===== config.mk =====
export PLATFORM = sky130hd
export DESIGN_NAME = uart_rx
export DESIGN_NICKNAME = d
export VERILOG_FILES = /design/src/rtl/uart_rx.sv
export SDC_FILE = /design/constraint.sdc
export NUM_CORES = 1
export LEC_CHECK = 0
export ABC_AREA = 1
export ABC_CLOCK_PERIOD_IN_PS = 7400
export BUFFER_PORTS_ARGS = -buffer_cell sky130_fd_sc_hd__buf_2
export CORE_ASPECT_RATIO = 1.5
export CORE_MARGIN = 2
export CORE_UTILIZATION = 66
export DETAILED_ROUTE_END_ITERATION = 12
export MAX_ROUTING_LAYER = met4
export PLACE_DENSITY = 0.84
export REMOVE_ABC_BUFFERS = 1
export SYNTH_ARGS = -nofsm -noshare
export SYNTH_HDL_FRONTEND = slang
export SYNTH_SLANG_ARGS = --single-unit

===== constraint.sdc =====
create_clock -name CLK -period 7.4 [get_ports CLK]
set_input_delay 0.37 -clock CLK [delete_from_list [all_inputs] [get_ports CLK]]
set_output_delay 0.37 -clock CLK [all_outputs]
set_load 0.05 [all_outputs]

===== src/rtl/uart_rx.sv =====
// 8N1 UART receiver: oversampled rx line, LSB-first deserialiser, show-ahead
// receive FIFO, and sticky framing-error / overrun flags.
`timescale 1ns/1ps
module uart_rx #(
   parameter int CLOCK_FREQ = 10_000_000,
   parameter int BAUD       = 115_200,
   parameter int FIFO_DEPTH = 16
) (
   input  logic                          CLK,
   input  logic                          RSTb,
   input  logic                          rx,
   output logic [7:0]                    rx_data,
   output logic                          rx_valid,
   input  logic                          rx_rd,
   output logic [$clog2(FIFO_DEPTH):0]   fifo_count,
   output logic                          frame_err,
   output logic                          overrun,
   input  logic                          err_clr
);

   localparam int BAUD_DIV = CLOCK_FREQ / BAUD;
   localparam int CW       = $clog2(BAUD_DIV);
   localparam int AW       = $clog2(FIFO_DEPTH);
   localparam logic [CW-1:0] FULL_LOAD = CW'(BAUD_DIV - 1);
   localparam logic [CW-1:0] HALF_LOAD = CW'(BAUD_DIV / 2 - 1);
   localparam logic [AW:0]   DEPTH_L   = (AW + 1)'(FIFO_DEPTH);

   typedef enum logic [2:0] {IDLE, START, DATA, STOP, BREAK} state_t;

   state_t          state, state_next;
   logic            rx_m, rx_s, rx_prev;
   logic [1:0]      sync_fill;
   logic [CW-1:0]   baud_cnt;
   logic [2:0]      bit_cnt;
   logic [7:0]      shift;
   logic [7:0]      mem [FIFO_DEPTH];
   logic [AW-1:0]   wr_ptr, rd_ptr;
   logic            baud_done, fall, full, pop;
   logic            push, drop, frame_bad;

   // rx_prev stays low until the synchroniser holds real pin samples, so the
   // forced-high reset values can never fake a start edge on a low line.
   // NOTE: every clocked assignment uses <= so all flops update from pre-edge values.
   always_ff @(posedge CLK) begin
      if (!RSTb) begin
         rx_m      <= 1'b1;
         rx_s      <= 1'b1;
         rx_prev   <= 1'b0;
         sync_fill <= 2'b00;
      end else begin
         rx_m      <= rx;
         rx_s      <= rx_m;
         sync_fill <= {sync_fill[0], 1'b1};
         rx_prev   <= sync_fill[1] ? rx_s : 1'b0;
      end
   end

   assign baud_done = (baud_cnt == '0);
   assign fall      = rx_prev & ~rx_s;
   assign rx_valid  = (fifo_count != '0);
   assign full      = (fifo_count == DEPTH_L);
   assign pop       = rx_rd & rx_valid;
   assign rx_data   = rx_valid ? mem[rd_ptr] : 8'h00;

   // NOTE: defaults first so no path through the case leaves a signal unassigned (no latches).
   always_comb begin
      state_next = state;
      push       = 1'b0;
      drop       = 1'b0;
      frame_bad  = 1'b0;
      case (state)
         IDLE:  if (fall) state_next = START;
         START: if (baud_done) state_next = rx_s ? IDLE : DATA;
         DATA:  if (baud_done && bit_cnt == 3'd7) state_next = STOP;
         STOP: begin
            if (baud_done) begin
               if (rx_s) begin
                  state_next = IDLE;
                  if (!full || pop) push = 1'b1;
                  else              drop = 1'b1;
               end else begin
                  state_next = BREAK;
                  frame_bad  = 1'b1;
               end
            end
         end
         BREAK: if (rx_s) state_next = IDLE;
         default: state_next = IDLE;
      endcase
   end

   always_ff @(posedge CLK) begin
      if (!RSTb) begin
         state    <= IDLE;
         baud_cnt <= '0;
         bit_cnt  <= '0;
         shift    <= '0;
      end else begin
         state <= state_next;
         case (state)
            IDLE: if (fall) baud_cnt <= HALF_LOAD;
            START, DATA, STOP: begin
               baud_cnt <= baud_done ? FULL_LOAD : baud_cnt - 1'b1;
               if (state == DATA && baud_done) begin
                  shift   <= {rx_s, shift[7:1]};
                  bit_cnt <= bit_cnt + 1'b1;
               end
            end
            default: ;
         endcase
      end
   end

   // NOTE: the storage array is not reset; rx_valid gates every read of it.
   always_ff @(posedge CLK) begin
      if (push) mem[wr_ptr] <= shift;
   end

   always_ff @(posedge CLK) begin
      if (!RSTb) begin
         wr_ptr     <= '0;
         rd_ptr     <= '0;
         fifo_count <= '0;
      end else begin
         if (push) wr_ptr <= wr_ptr + 1'b1;
         if (pop)  rd_ptr <= rd_ptr + 1'b1;
         case ({push, pop})
            2'b10:   fifo_count <= fifo_count + 1'b1;
            2'b01:   fifo_count <= fifo_count - 1'b1;
            default: ;
         endcase
      end
   end

   // err_clr wins over a same-cycle set.
   always_ff @(posedge CLK) begin
      if (!RSTb) begin
         frame_err <= 1'b0;
         overrun   <= 1'b0;
      end else if (err_clr) begin
         frame_err <= 1'b0;
         overrun   <= 1'b0;
      end else begin
         if (frame_bad) frame_err <= 1'b1;
         if (drop)      overrun   <= 1'b1;
      end
   end

endmodule


==> summary.txt <==
GRT
  • Total track usage: 0.294
  • Initial antenna violation count: 0
  • First-pass GRT wire length: 26.1 mm
  • Grt ovf: 0
  • Largest net degree at the start of global routing: 66
  • Vias in the first global route: 5329

Synth
  • Post-synthesis cell area: 7350 sq um
  • Synth unique cells: 34
  • Post-synth top area share: 0.523
  • Area leader, netlist: edfxtp_1
  • Synth top area cells: edfxtp_1 52%, dfxtp_1 12%, nand2_1 10%, nand3_1 7.7%, nor2_1 2.3%
  • FF+latch count, synth: 173
  • YS warnings: 0
  • Syn avg cell area: 10.1 sq um
  • Post-Syn Instances: 727
  • Sequential area share after synthesis: 0.646

Worst setup path
  • Crit-path max cell delay: 850 ps
  • Crit-path max FO: 65
  • Critical path's top delay family: buffers and inverters
  • CP max-delay cell: inv_2
  • Cells along the critical path: buf_4 > inv_2 > nand2_1 > nand3_1 > nand3_1 > nand2_1 > nand2_1 > a21oi_1 > buf_2
  • Crit path DAT: 3040 ps
  • Critical Path RT: 7030 ps
  • Crit path buf inv count: 3
  • Cell mode on critical path: nand2_1
  • CP Launch Type: flop
  • Crit end category: primary output
  • Crit Path Category: reg -> out

Clocking
  • H-tree depth: 4
  • Clk buf depth: 2
  • Clock buffer count from CTS: 17
  • CTS tree: yes
  • Clk_lat worst skew: 430 ps
  • Post-CTS Hold Fix Bufs: 0
  • Post-cts gate resize count: 0
  • Total clock sinks: 173
  • Reg clk slew, reported paths: 60 ps
  • Setup bufs post-CTS: 0
  • Clk root buf: clkbuf_16

Die
  • I/O pin cnt: 21
  • Die area: 12000 sq um
  • Core area: 10900 sq um
  • # rows: 47
  • Die H: 133 um
  • Initial Util: 0.672
  • DIE WIDTH: 90.2 um

Cells and area
  • Layout cells sized above 1: 0.0971
  • Layout Cells excl Fill: 899
  • Nets: 757
  • Fill count: 743
  • Area grow syn2layout: 10.0%
  • Commonest non-fill, non-tap cells in the layout: 205 x nand2_1, 128 x edfxtp_1, 113 x nand3_1
  • Antenna Cells: 0
  • Commonest non-fill, non-tap cell in the layout: nand2_1
  • Final core occ: 0.739

Timing
  • Unrepaired setup endpoints after global routing: false
  • Max-slew headroom: 0.184
  • Endpoints failing setup: 0
  • Final min period: 3410 ps
  • Worst-margin pin slew: 1220 ps
  • Setup TNS: 0 ps
  • Final worst setup slack: 3990 ps
  • Pins Over Slew Limit: 0
  • Final Hold Vio Count: 0
  • Fmax: 0.293 GHz
  • Final period utilization: 0.461
  • Setup Skew: 5.96 ps
  • Worst hold margin: 132 ps

Route
  • Final ANT Viol Nets: 0
  • Wire length per cell: 18.1 um
  • WL final: 16.2 mm
  • Detailed router's first-iteration violation count: 708
  • Vias: 5306
  • DR pass1 iterations: 9
  • # DRC: 0
  • Vias per cell: 5.90

Power and ir drop
  • P per Cell Area: 398 nW/um^2
  • Peak supply drop: 0.294 mV
  • Leakage: 3.16 nW

Placement
  • Post-Place Worst Slack: 4530 ps
  • Placed insts: 867
  • Post-DP HPWL: 10.1 mm
  • GP Congestion: 0.868
  • Buffers on Ports: 20

Hold path
  • Path type of the worst min-delay path: in -> reg

Job
  • Max-cap viol count: 0

Run status
  • Status: finished, final reports clean
## Yosys cell counts (all sizes together)
cell    count
xor2        6
o21ai      28
o21a        1
nand2     209
o211a       1
or2         3
dfxtp      45
and2        1
nand4       5
nand3     114
o21bai      1
nor2       49
nor3       14
a21oi      30
buf        17
nand3b      1
clkbuf     13
ha         13
a21boi      1
edfxtp    128
inv        47
## layout make-up
cell class | instances | area [sq um] | area share
clock buffers | 18 | 429 | 0.0531
multi-input cells | 477 | 2280 | 0.282
clock inverters | 14 | 145 | 0.0180
well taps | 147 | 184 | 0.0227
flip-flops and latches | 173 | 4750 | 0.587
inverters | 47 | 176 | 0.0218
repair buffers | 23 | 123 | 0.0152
## worst paths after layout
check / startpoint / end / slack [ps] / depth (start not counted)
hold / removal: rx / rx_m$_SDFF_PN1_ / 130 / 2
setup reg to reg: baud_cnt[0]$_SDFFE_PN0P_ / fifo_count[4]$_SDFFE_PN0P_ / 4680 / 16
hold reg to reg: rx_m$_SDFF_PN1_ / rx_s$_SDFF_PN1_ / 420 / 1
setup / recovery: flop / rx_data[2] / 3990 / 9
## cell families after synthesis
| kind of cell | count (synthesis) | share of synthesized area |
|---|---|---|
| AOI/OAI and AO/OA | 62 | 0.0444 |
| xor gates and xnor gates | 6 | 0.00715 |
| adders and majority gates | 13 | 0.0221 |
| buffers and inverters | 77 | 0.0439 |
| DFF | 173 | 0.646 |
| and+or+nand+nor | 396 | 0.237 |
## metal layers
layer  global-route usage  wire (um)  vias to the layer above
met5                    -          0                        -
met4                0.171        778                        0
met3               0.0509       1030                       60
met2                0.515       8720                      256
met1                0.310       5710                     2499
li1                     -          -                     2491
## metrics by stage
stage          area (sq um)  power (mW)
3_3_place_gp           7510        2.30
4_1_cts                8090        3.21
3_5_place_dp           7510        2.35
2_1_floorplan          7200        2.06
5_1_grt                8090        3.39
6_report               8090        3.22
## state kept, by name, summed over array words and instances (netlist names), named ones only
register and count:
rx_m 1, baud_cnt 7, overrun 1, mem 128, frame_err 1, rx_s 1
rx_prev 1, fifo_count 5, sync_fill 2, shift 8, wr_ptr 4, bit_cnt 3
state 3, rd_ptr 4
## where the power goes
part           total, mW  switching [mW]  internal, mW  leakage (nW)
registers           1.24           0.104          1.14          1.55
logic               1.12           0.815         0.303          1.35
clock network      0.860           0.364         0.496         0.264
No activity file was read; power rests on OpenSTA's default activity.
